## src/rtl/pipeline_ctrl_pkg.sv

```systemverilog
// Shared definitions for the pipeline control blocks (hazard controller, forwarding unit).
// Holds register-index constants, the controller state type and the stall/flush bundle.
package pipeline_ctrl_pkg;

    localparam int unsigned       REG_W    = 5;
    localparam logic [REG_W-1:0]  REG_ZERO = 5'd0;

    typedef enum logic {
        RUN      = 1'b0,
        MDU_WAIT = 1'b1
    } ctrl_state_t;

    typedef struct packed {
        logic stall_pc;
        logic stall_ifid;
        logic stall_idex;
        logic stall_exmem;
        logic flush_ifid;
        logic flush_idex;
        logic flush_exmem;
        logic flush_memwb;
    } hz_ctl_t;

    localparam hz_ctl_t CTL_NONE = '0;

    localparam hz_ctl_t CTL_RESET = '{
        flush_ifid:  1'b1,
        flush_idex:  1'b1,
        flush_exmem: 1'b1,
        flush_memwb: 1'b1,
        default:     1'b0
    };

    // Freeze IF..EX/MEM and drop whatever would otherwise retire into WB.
    localparam hz_ctl_t CTL_DMEM = '{
        stall_pc:    1'b1,
        stall_ifid:  1'b1,
        stall_idex:  1'b1,
        stall_exmem: 1'b1,
        flush_memwb: 1'b1,
        default:     1'b0
    };

    localparam hz_ctl_t CTL_MDU = '{
        stall_pc:    1'b1,
        stall_ifid:  1'b1,
        stall_idex:  1'b1,
        flush_exmem: 1'b1,
        default:     1'b0
    };

    localparam hz_ctl_t CTL_DRAIN = '{
        flush_exmem: 1'b1,
        default:     1'b0
    };

    localparam hz_ctl_t CTL_BRANCH = '{
        flush_ifid: 1'b1,
        flush_idex: 1'b1,
        default:    1'b0
    };

    localparam hz_ctl_t CTL_LOAD_USE = '{
        stall_pc:   1'b1,
        stall_ifid: 1'b1,
        flush_idex: 1'b1,
        default:    1'b0
    };

endpackage

```

## src/rtl/pipeline_hazard_controller_if.sv

```systemverilog
// Pipeline-side hazard inputs and stall/flush/MDU outputs of the hazard controller.
// The controller connects through the slave modport; the pipeline drives the master side.
interface pipeline_hazard_controller_if
    import pipeline_ctrl_pkg::*;
#(
    parameter int unsigned CNT_W = 16
);

    logic              MemRead_EX;
    logic [REG_W-1:0]  rd_EX;
    logic [REG_W-1:0]  rs1_ID;
    logic [REG_W-1:0]  rs2_ID;
    logic              use_rs1_ID;
    logic              use_rs2_ID;
    logic              branch_taken_EX;
    logic              mdu_op_EX;
    logic              mdu_done;
    logic              dmem_req_MEM;
    logic              dmem_ready;

    logic              stall_PC;
    logic              stall_IFID;
    logic              stall_IDEX;
    logic              stall_EXMEM;
    logic              flush_IFID;
    logic              flush_IDEX;
    logic              flush_EXMEM;
    logic              flush_MEMWB;
    logic              mdu_start;
    logic              mdu_error;
    logic [CNT_W-1:0]  stall_cycles;

    modport master (
        output MemRead_EX, rd_EX, rs1_ID, rs2_ID, use_rs1_ID, use_rs2_ID,
               branch_taken_EX, mdu_op_EX, mdu_done, dmem_req_MEM, dmem_ready,
        input  stall_PC, stall_IFID, stall_IDEX, stall_EXMEM,
               flush_IFID, flush_IDEX, flush_EXMEM, flush_MEMWB,
               mdu_start, mdu_error, stall_cycles
    );

    modport slave (
        input  MemRead_EX, rd_EX, rs1_ID, rs2_ID, use_rs1_ID, use_rs2_ID,
               branch_taken_EX, mdu_op_EX, mdu_done, dmem_req_MEM, dmem_ready,
        output stall_PC, stall_IFID, stall_IDEX, stall_EXMEM,
               flush_IFID, flush_IDEX, flush_EXMEM, flush_MEMWB,
               mdu_start, mdu_error, stall_cycles
    );

endinterface

```

## src/rtl/pipeline_hazard_controller_load_use.sv

```systemverilog
// Combinational load-use compare: a load in EX whose destination is read by the ID instruction.
// x0 never creates a dependency since it is hardwired to zero.
module load_use_detector
    import pipeline_ctrl_pkg::*;
(
    input  logic             mem_read_ex_i,
    input  logic [REG_W-1:0] rd_ex_i,
    input  logic [REG_W-1:0] rs1_id_i,
    input  logic [REG_W-1:0] rs2_id_i,
    input  logic             use_rs1_id_i,
    input  logic             use_rs2_id_i,
    output logic             load_use_o
);

    logic rs1_hit;
    logic rs2_hit;
    logic rd_live;

    always_comb begin
        rd_live    = (rd_ex_i != REG_ZERO);
        rs1_hit    = use_rs1_id_i && (rs1_id_i == rd_ex_i);
        rs2_hit    = use_rs2_id_i && (rs2_id_i == rd_ex_i);
        load_use_o = mem_read_ex_i && rd_live && (rs1_hit || rs2_hit);
    end

endmodule

```

## src/rtl/pipeline_hazard_controller.sv

```systemverilog
// Stall/flush sequencer for the 5-stage core: dmem wait, MDU start/wait handshake,
// branch redirect and load-use bubbles, plus MDU timeout detection and a stall counter.
module pipeline_hazard_controller
    import pipeline_ctrl_pkg::*;
#(
    parameter int unsigned MDU_TIMEOUT = 64,
    parameter int unsigned CNT_W       = 16
) (
    input  logic clk,
    input  logic reset,
    pipeline_hazard_controller_if.slave bus
);

    localparam int unsigned      TMO_W    = $clog2(MDU_TIMEOUT + 1);
    localparam logic [TMO_W-1:0] TMO_LAST = TMO_W'(MDU_TIMEOUT - 1);

    ctrl_state_t       state_q, state_d;
    logic [TMO_W-1:0]  tmo_q, tmo_d;
    logic              err_q, err_d;
    logic              drain_q, drain_d;
    logic [CNT_W-1:0]  cnt_q, cnt_d;

    hz_ctl_t           ctl;
    logic              start;
    logic              load_use;
    logic              dmem_wait;

    load_use_detector u_load_use (
        .mem_read_ex_i (bus.MemRead_EX),
        .rd_ex_i       (bus.rd_EX),
        .rs1_id_i      (bus.rs1_ID),
        .rs2_id_i      (bus.rs2_ID),
        .use_rs1_id_i  (bus.use_rs1_ID),
        .use_rs2_id_i  (bus.use_rs2_ID),
        .load_use_o    (load_use)
    );

    assign dmem_wait = bus.dmem_req_MEM && !bus.dmem_ready;

    // State/timeout bookkeeping is resolved first and is independent of the dmem
    // freeze; the output selection below then applies the fixed priority order.
    always_comb begin
        ctl     = CTL_NONE;
        start   = 1'b0;
        state_d = state_q;
        tmo_d   = '0;
        err_d   = err_q;
        drain_d = drain_q;

        if (state_q == MDU_WAIT) begin
            tmo_d = tmo_q + TMO_W'(1);
            if (bus.mdu_done) begin
                state_d = RUN;
                tmo_d   = '0;
            end else if (tmo_q == TMO_LAST) begin
                state_d = RUN;
                tmo_d   = '0;
                err_d   = 1'b1;
                drain_d = 1'b1;
            end
        end

        if (dmem_wait) begin
            ctl = CTL_DMEM;
        end else if (state_q == MDU_WAIT) begin
            if (!bus.mdu_done) begin
                ctl = CTL_MDU;
            end
        end else if (drain_q) begin
            // The timed-out MDU op is still in EX; bubble it and do not restart it.
            ctl     = CTL_DRAIN;
            drain_d = 1'b0;
        end else if (bus.branch_taken_EX) begin
            ctl = CTL_BRANCH;
        end else if (bus.mdu_op_EX) begin
            ctl     = CTL_MDU;
            start   = 1'b1;
            state_d = MDU_WAIT;
        end else if (load_use) begin
            ctl = CTL_LOAD_USE;
        end

        if (reset) begin
            ctl   = CTL_RESET;
            start = 1'b0;
        end
    end

    always_comb begin
        cnt_d = cnt_q;
        if (ctl.stall_pc && (cnt_q != '1)) begin
            cnt_d = cnt_q + CNT_W'(1);
        end
    end

    always_ff @(posedge clk) begin
        if (reset) begin
            state_q <= RUN;
            tmo_q   <= '0;
            err_q   <= 1'b0;
            drain_q <= 1'b0;
            cnt_q   <= '0;
        end else begin
            state_q <= state_d;
            tmo_q   <= tmo_d;
            err_q   <= err_d;
            drain_q <= drain_d;
            cnt_q   <= cnt_d;
        end
    end

    assign bus.stall_PC     = ctl.stall_pc;
    assign bus.stall_IFID   = ctl.stall_ifid;
    assign bus.stall_IDEX   = ctl.stall_idex;
    assign bus.stall_EXMEM  = ctl.stall_exmem;
    assign bus.flush_IFID   = ctl.flush_ifid;
    assign bus.flush_IDEX   = ctl.flush_idex;
    assign bus.flush_EXMEM  = ctl.flush_exmem;
    assign bus.flush_MEMWB  = ctl.flush_memwb;
    assign bus.mdu_start    = start;
    assign bus.mdu_error    = err_q && !reset;
    assign bus.stall_cycles = reset ? '0 : cnt_q;

endmodule

```

## src/flat_wrapper.sv

```systemverilog
// flat-port wrapper written by rule: the top's interface ports become plain ports
module pipeline_hazard_controller_flat import pipeline_ctrl_pkg::*;
#(
    parameter int unsigned MDU_TIMEOUT = 64,
    parameter int unsigned CNT_W       = 16
)
  (clk, reset, bus_MemRead_EX, bus_rd_EX, bus_rs1_ID, bus_rs2_ID, bus_use_rs1_ID, bus_use_rs2_ID, bus_branch_taken_EX, bus_mdu_op_EX, bus_mdu_done, bus_dmem_req_MEM, bus_dmem_ready, bus_stall_PC, bus_stall_IFID, bus_stall_IDEX, bus_stall_EXMEM, bus_flush_IFID, bus_flush_IDEX, bus_flush_EXMEM, bus_flush_MEMWB, bus_mdu_start, bus_mdu_error, bus_stall_cycles);
  pipeline_hazard_controller_if #(.CNT_W(CNT_W)) bus_i ();
  input  logic clk;
  input  logic reset;
  input wire logic [$bits(bus_i.MemRead_EX)-1:0] bus_MemRead_EX;
  input wire logic [$bits(bus_i.rd_EX)-1:0] bus_rd_EX;
  input wire logic [$bits(bus_i.rs1_ID)-1:0] bus_rs1_ID;
  input wire logic [$bits(bus_i.rs2_ID)-1:0] bus_rs2_ID;
  input wire logic [$bits(bus_i.use_rs1_ID)-1:0] bus_use_rs1_ID;
  input wire logic [$bits(bus_i.use_rs2_ID)-1:0] bus_use_rs2_ID;
  input wire logic [$bits(bus_i.branch_taken_EX)-1:0] bus_branch_taken_EX;
  input wire logic [$bits(bus_i.mdu_op_EX)-1:0] bus_mdu_op_EX;
  input wire logic [$bits(bus_i.mdu_done)-1:0] bus_mdu_done;
  input wire logic [$bits(bus_i.dmem_req_MEM)-1:0] bus_dmem_req_MEM;
  input wire logic [$bits(bus_i.dmem_ready)-1:0] bus_dmem_ready;
  output wire logic [$bits(bus_i.stall_PC)-1:0] bus_stall_PC;
  output wire logic [$bits(bus_i.stall_IFID)-1:0] bus_stall_IFID;
  output wire logic [$bits(bus_i.stall_IDEX)-1:0] bus_stall_IDEX;
  output wire logic [$bits(bus_i.stall_EXMEM)-1:0] bus_stall_EXMEM;
  output wire logic [$bits(bus_i.flush_IFID)-1:0] bus_flush_IFID;
  output wire logic [$bits(bus_i.flush_IDEX)-1:0] bus_flush_IDEX;
  output wire logic [$bits(bus_i.flush_EXMEM)-1:0] bus_flush_EXMEM;
  output wire logic [$bits(bus_i.flush_MEMWB)-1:0] bus_flush_MEMWB;
  output wire logic [$bits(bus_i.mdu_start)-1:0] bus_mdu_start;
  output wire logic [$bits(bus_i.mdu_error)-1:0] bus_mdu_error;
  output wire logic [$bits(bus_i.stall_cycles)-1:0] bus_stall_cycles;
  assign bus_i.MemRead_EX = bus_MemRead_EX;
  assign bus_i.rd_EX = bus_rd_EX;
  assign bus_i.rs1_ID = bus_rs1_ID;
  assign bus_i.rs2_ID = bus_rs2_ID;
  assign bus_i.use_rs1_ID = bus_use_rs1_ID;
  assign bus_i.use_rs2_ID = bus_use_rs2_ID;
  assign bus_i.branch_taken_EX = bus_branch_taken_EX;
  assign bus_i.mdu_op_EX = bus_mdu_op_EX;
  assign bus_i.mdu_done = bus_mdu_done;
  assign bus_i.dmem_req_MEM = bus_dmem_req_MEM;
  assign bus_i.dmem_ready = bus_dmem_ready;
  assign bus_stall_PC = bus_i.stall_PC;
  assign bus_stall_IFID = bus_i.stall_IFID;
  assign bus_stall_IDEX = bus_i.stall_IDEX;
  assign bus_stall_EXMEM = bus_i.stall_EXMEM;
  assign bus_flush_IFID = bus_i.flush_IFID;
  assign bus_flush_IDEX = bus_i.flush_IDEX;
  assign bus_flush_EXMEM = bus_i.flush_EXMEM;
  assign bus_flush_MEMWB = bus_i.flush_MEMWB;
  assign bus_mdu_start = bus_i.mdu_start;
  assign bus_mdu_error = bus_i.mdu_error;
  assign bus_stall_cycles = bus_i.stall_cycles;
  pipeline_hazard_controller #(.MDU_TIMEOUT(MDU_TIMEOUT), .CNT_W(CNT_W)) u_core (.clk(clk), .reset(reset), .bus(bus_i));
endmodule
```

## config.mk

```make
export PLATFORM = sky130hd
export DESIGN_NAME = pipeline_hazard_controller_flat
export DESIGN_NICKNAME = d
export VERILOG_FILES = /design/src/rtl/pipeline_ctrl_pkg.sv /design/src/rtl/pipeline_hazard_controller_if.sv /design/src/rtl/pipeline_hazard_controller_load_use.sv /design/src/rtl/pipeline_hazard_controller.sv /design/src/flat_wrapper.sv
export SDC_FILE = /design/constraint.sdc
export NUM_CORES = 1
export LEC_CHECK = 0
export CORE_MARGIN = 3
export CORE_UTILIZATION = 30
export CTS_BUF_LIST = sky130_fd_sc_hd__clkbuf_4 sky130_fd_sc_hd__clkbuf_8
export DETAILED_ROUTE_END_ITERATION = 12
export DONT_BUFFER_PORTS = 1
export HOLD_SLACK_MARGIN = 0.02
export SLEW_MARGIN = 20
export SYNTH_ARGS = -nofsm -noshare
export SYNTH_HDL_FRONTEND = slang
export SYNTH_SLANG_ARGS = --single-unit
export TNS_END_PERCENT = 20
```

## constraint.sdc

```tcl
create_clock -name clk -period 3.79 [get_ports clk]
set_input_delay 0.758 -clock clk [delete_from_list [all_inputs] [get_ports clk]]
set_output_delay 0.758 -clock clk [all_outputs]
set_load 0.1 [all_outputs]
```

==> results.json <==
{
  "cts-hold-fix-buffers": 0,
  "synthArstFlopShare_pct": 0,
  "grt_pass1_vias": 1224,
  "yosysWarnings": 0,
  "ys_types": 40,
  "dpl_worst_slack_ns": 0.8926,
  "switchingPower_w": 0.0001636,
  "die_x_um": 77.33,
  "drive_gt1_share_pct": 29.85,
  "hp-class": "reg -> reg",
  "setup_tns_ns": 0,
  "hold_ws_ns": 0.4564,
  "final_core_util_pct": 37.97,
  "clk_pin_slew_ns": 0.08,
  "fin_area_um2": 1829,
  "syn_nets": 211,
  "cts_setup_buffers": 0,
  "worstPathRequired_ns": 3.03,
  "seq_area_frac_synth_pct": 34.10,
  "pwr-share-seq_pct": 50.1,
  "drt_wl_total_mm": 3.308,
  "drt_iter0_markers": 56,
  "p_leak_nw": 0.6943,
  "p_per_area_nw_per_um2": 302.9,
  "ir_worst_vdd_uv": 183.5,
  "synth_area_um2": 1526,
  "placed_cell_area_um2": 1774,
  "synth-seq-cells": 26,
  "clkLatencyLatePin_ns": 0.27,
  "worst_pin_slew_ns": 1.067,
  "internal_power_w": 0.0003904,
  "skew_ns": 0.01215,
  "cts_sinks": 26,
  "grt_first_pass_wirelength_mm": 5.547,
  "portBuffers": 0,
  "worst-endpoint-arrival_ns": 2.12,
  "initial_utilization_pct": 31.69,
  "layout_common_cells": "dfxtp_1, buf_4, nor2_1, nor2b_2, nand3_1",
  "coreArea_um2": 4817,
  "gp_congestion": 0.7721,
  "via_per_inst": 4.896,
  "hpwl_mm": 2.525,
  "clockRootBuffer": "clkbuf_8",
  "cp_max_fo": 7,
  "comb_power_share_pct": 17.4,
  "synth_flop_cell": "dfxtp_1",
  "cp-end-kind": "output pin",
  "antenna_found_initial": 0,
  "period_share_pct": 76.07,
  "setup_violations": 0,
  "synth_edf_count": 0,
  "outcome": "complete, no violations",
  "area_growth_pct": 19.84,
  "cts_buffers": 3,
  "final_common_cell": "dfxtp_1",
  "drv_cap": 0,
  "layout_min_cycle_time_ns": 2.883,
  "finalHoldViolations": 0,
  "detail-route-antenna-nets": 0,
  "nNetsFinal": 229,
  "synth_area_per_cell_um2": 8.296,
  "rsz0062_at_grt": "no",
  "floorplan.die_area_um2": 5980,
  "swShare_pct": 29.54,
  "startpoint_type": "primary input",
  "row_count": 25,
  "first_pass_iters": 4,
  "cts.repair.resized": 0,
  "cts_tree": "yes",
  "worstSetupPathType": "in -> out",
  "setup_slack_ns": 0.9071,
  "htreeDepth": 1,
  "grt_max_degree": 41,
  "via_count": 1312,
  "nFillCells": 514,
  "n_antenna_cell": 0,
  "slew_headroom_pct": 28.57,
  "slew_violations": 0,
  "io_pins": 51,
  "die_height_um": 77.33,
  "clkPwrFrac_pct": 32.5,
  "clock_path_buffers": 2,
  "grt_overflow": 0,
  "drc": 0,
  "grt_usage_pct": 10.88,
  "wire_per_inst_um": 12.34,
  "timing.fmax_mhz": 346.9,
  "syn_inst": 184
}
critical path, cell delays in order:
cell and delay, ns:
xor2_1 0.14, nor4_1 0.32, a32oi_1 0.13, o21a_1 0.23, inv_2 0.05, buf_4 0.49
synth_stat cells (3+ instances only):
master	number	area share, %
dfxtp_1	26	34
nor2_1	22	5.4
nor2b_1	15	6.1
nand3_1	13	4.3
mux2_2	11	8.1
nor3_1	10	3.3
xor2_1	10	5.7
nand2b_1	9	3.7
inv_1	6	1.5
and3_1	5	2.0
a21oi_1	4	1.3
nand2_1	4	0.98
o21ai_0	4	1.3
xnor2_1	4	2.3
clkbuf_1	3	0.74
nand4_1	3	1.2
o41ai_1	3	1.7
or2_2	3	1.2
metrics by stage:
step | std cells | power, W
5_1_grt | 268 | 0.0005762
4_1_cts | 268 | 0.0005609
3_3_place_gp | 264 | 0.0003803
6_report | 268 | 0.0005540
3_5_place_dp | 264 | 0.0003807
2_1_floorplan | 184 | 0.0003766
state kept, by name (all words and copies together), names as in the netlist:
| register | count |
|---|---|
| u_core.cnt_q | 16 |
| u_core.err_q | 1 |
| u_core.drain_q | 1 |
| u_core.tmo_q | 7 |
| u_core.state_q | 1 |
final timing paths:
check / from / to / slack [ns] / cells past startpoint
max reg2reg: u_core.cnt_q[6]$_SDFFE_PP0P_ / u_core.cnt_q[15]$_SDFFE_PP0P_ / 1.47 / 6
min reg2reg: u_core.tmo_q[0]$_SDFF_PP0_ / u_core.tmo_q[0]$_SDFF_PP0_ / 0.46 / 1
min: u_core.tmo_q[0]$_SDFF_PP0_ / u_core.tmo_q[0]$_SDFF_PP0_ / 0.46 / 1
max: bus_rd_EX[3] / bus_stall_IFID / 0.91 / 6
layer usage:
metal / share of wire, % / wire length [um] / global-route usage [%] / up-vias
li1: - / - / - / 677
met4: 0 / 0 / 1.601 / 0
met1: 46 / 1530 / 14.03 / 612
met5: 0 / 0 / 0 / -
met3: 5.3 / 174 / 3.596 / 0
met2: 48 / 1603 / 18.05 / 23
layout make-up:
cell class	instances	area (um^2)	share of cell area, %
Timing Repair Buffer	21	157.7	8.618
Inverter	7	26.28	1.436
Tap cell	67	83.83	4.583
Sequential cell	26	520.5	28.45
Clock buffer	4	55.05	3.010
Multi-Input combinational cell	143	985.9	53.90
cell families (layout without fill, tap and decap cells):
| family | count (synthesis) | after routing | synth area share [%] |
|---|---|---|---|
| buffers and inverters | 15 | 32 | 4.999 |
| and+or+nand+nor | 97 | 97 | 34.75 |
| xor gates and xnor gates | 14 | 14 | 8.032 |
| adders and majority gates | 2 | 2 | 1.639 |
| DFF | 26 | 26 | 34.10 |
| AOI/OAI and AO/OA | 19 | 19 | 8.361 |
| muxes | 11 | 11 | 8.115 |
power by group through the flow:
stage / sequential [W] / clock [W] / combinational, W
2_1_floorplan: 0.000283 / 0 / 0.0000931
3_3_place_gp: 0.000284 / 0 / 0.0000961
3_5_place_dp: 0.000284 / 0 / 0.0000966
4_1_cts: 0.000278 / 0.000186 / 0.0000969
5_1_grt: 0.000278 / 0.000196 / 0.000102
6_report: 0.000278 / 0.000180 / 0.0000963
Note: power is estimated with default switching activity, not from simulation.
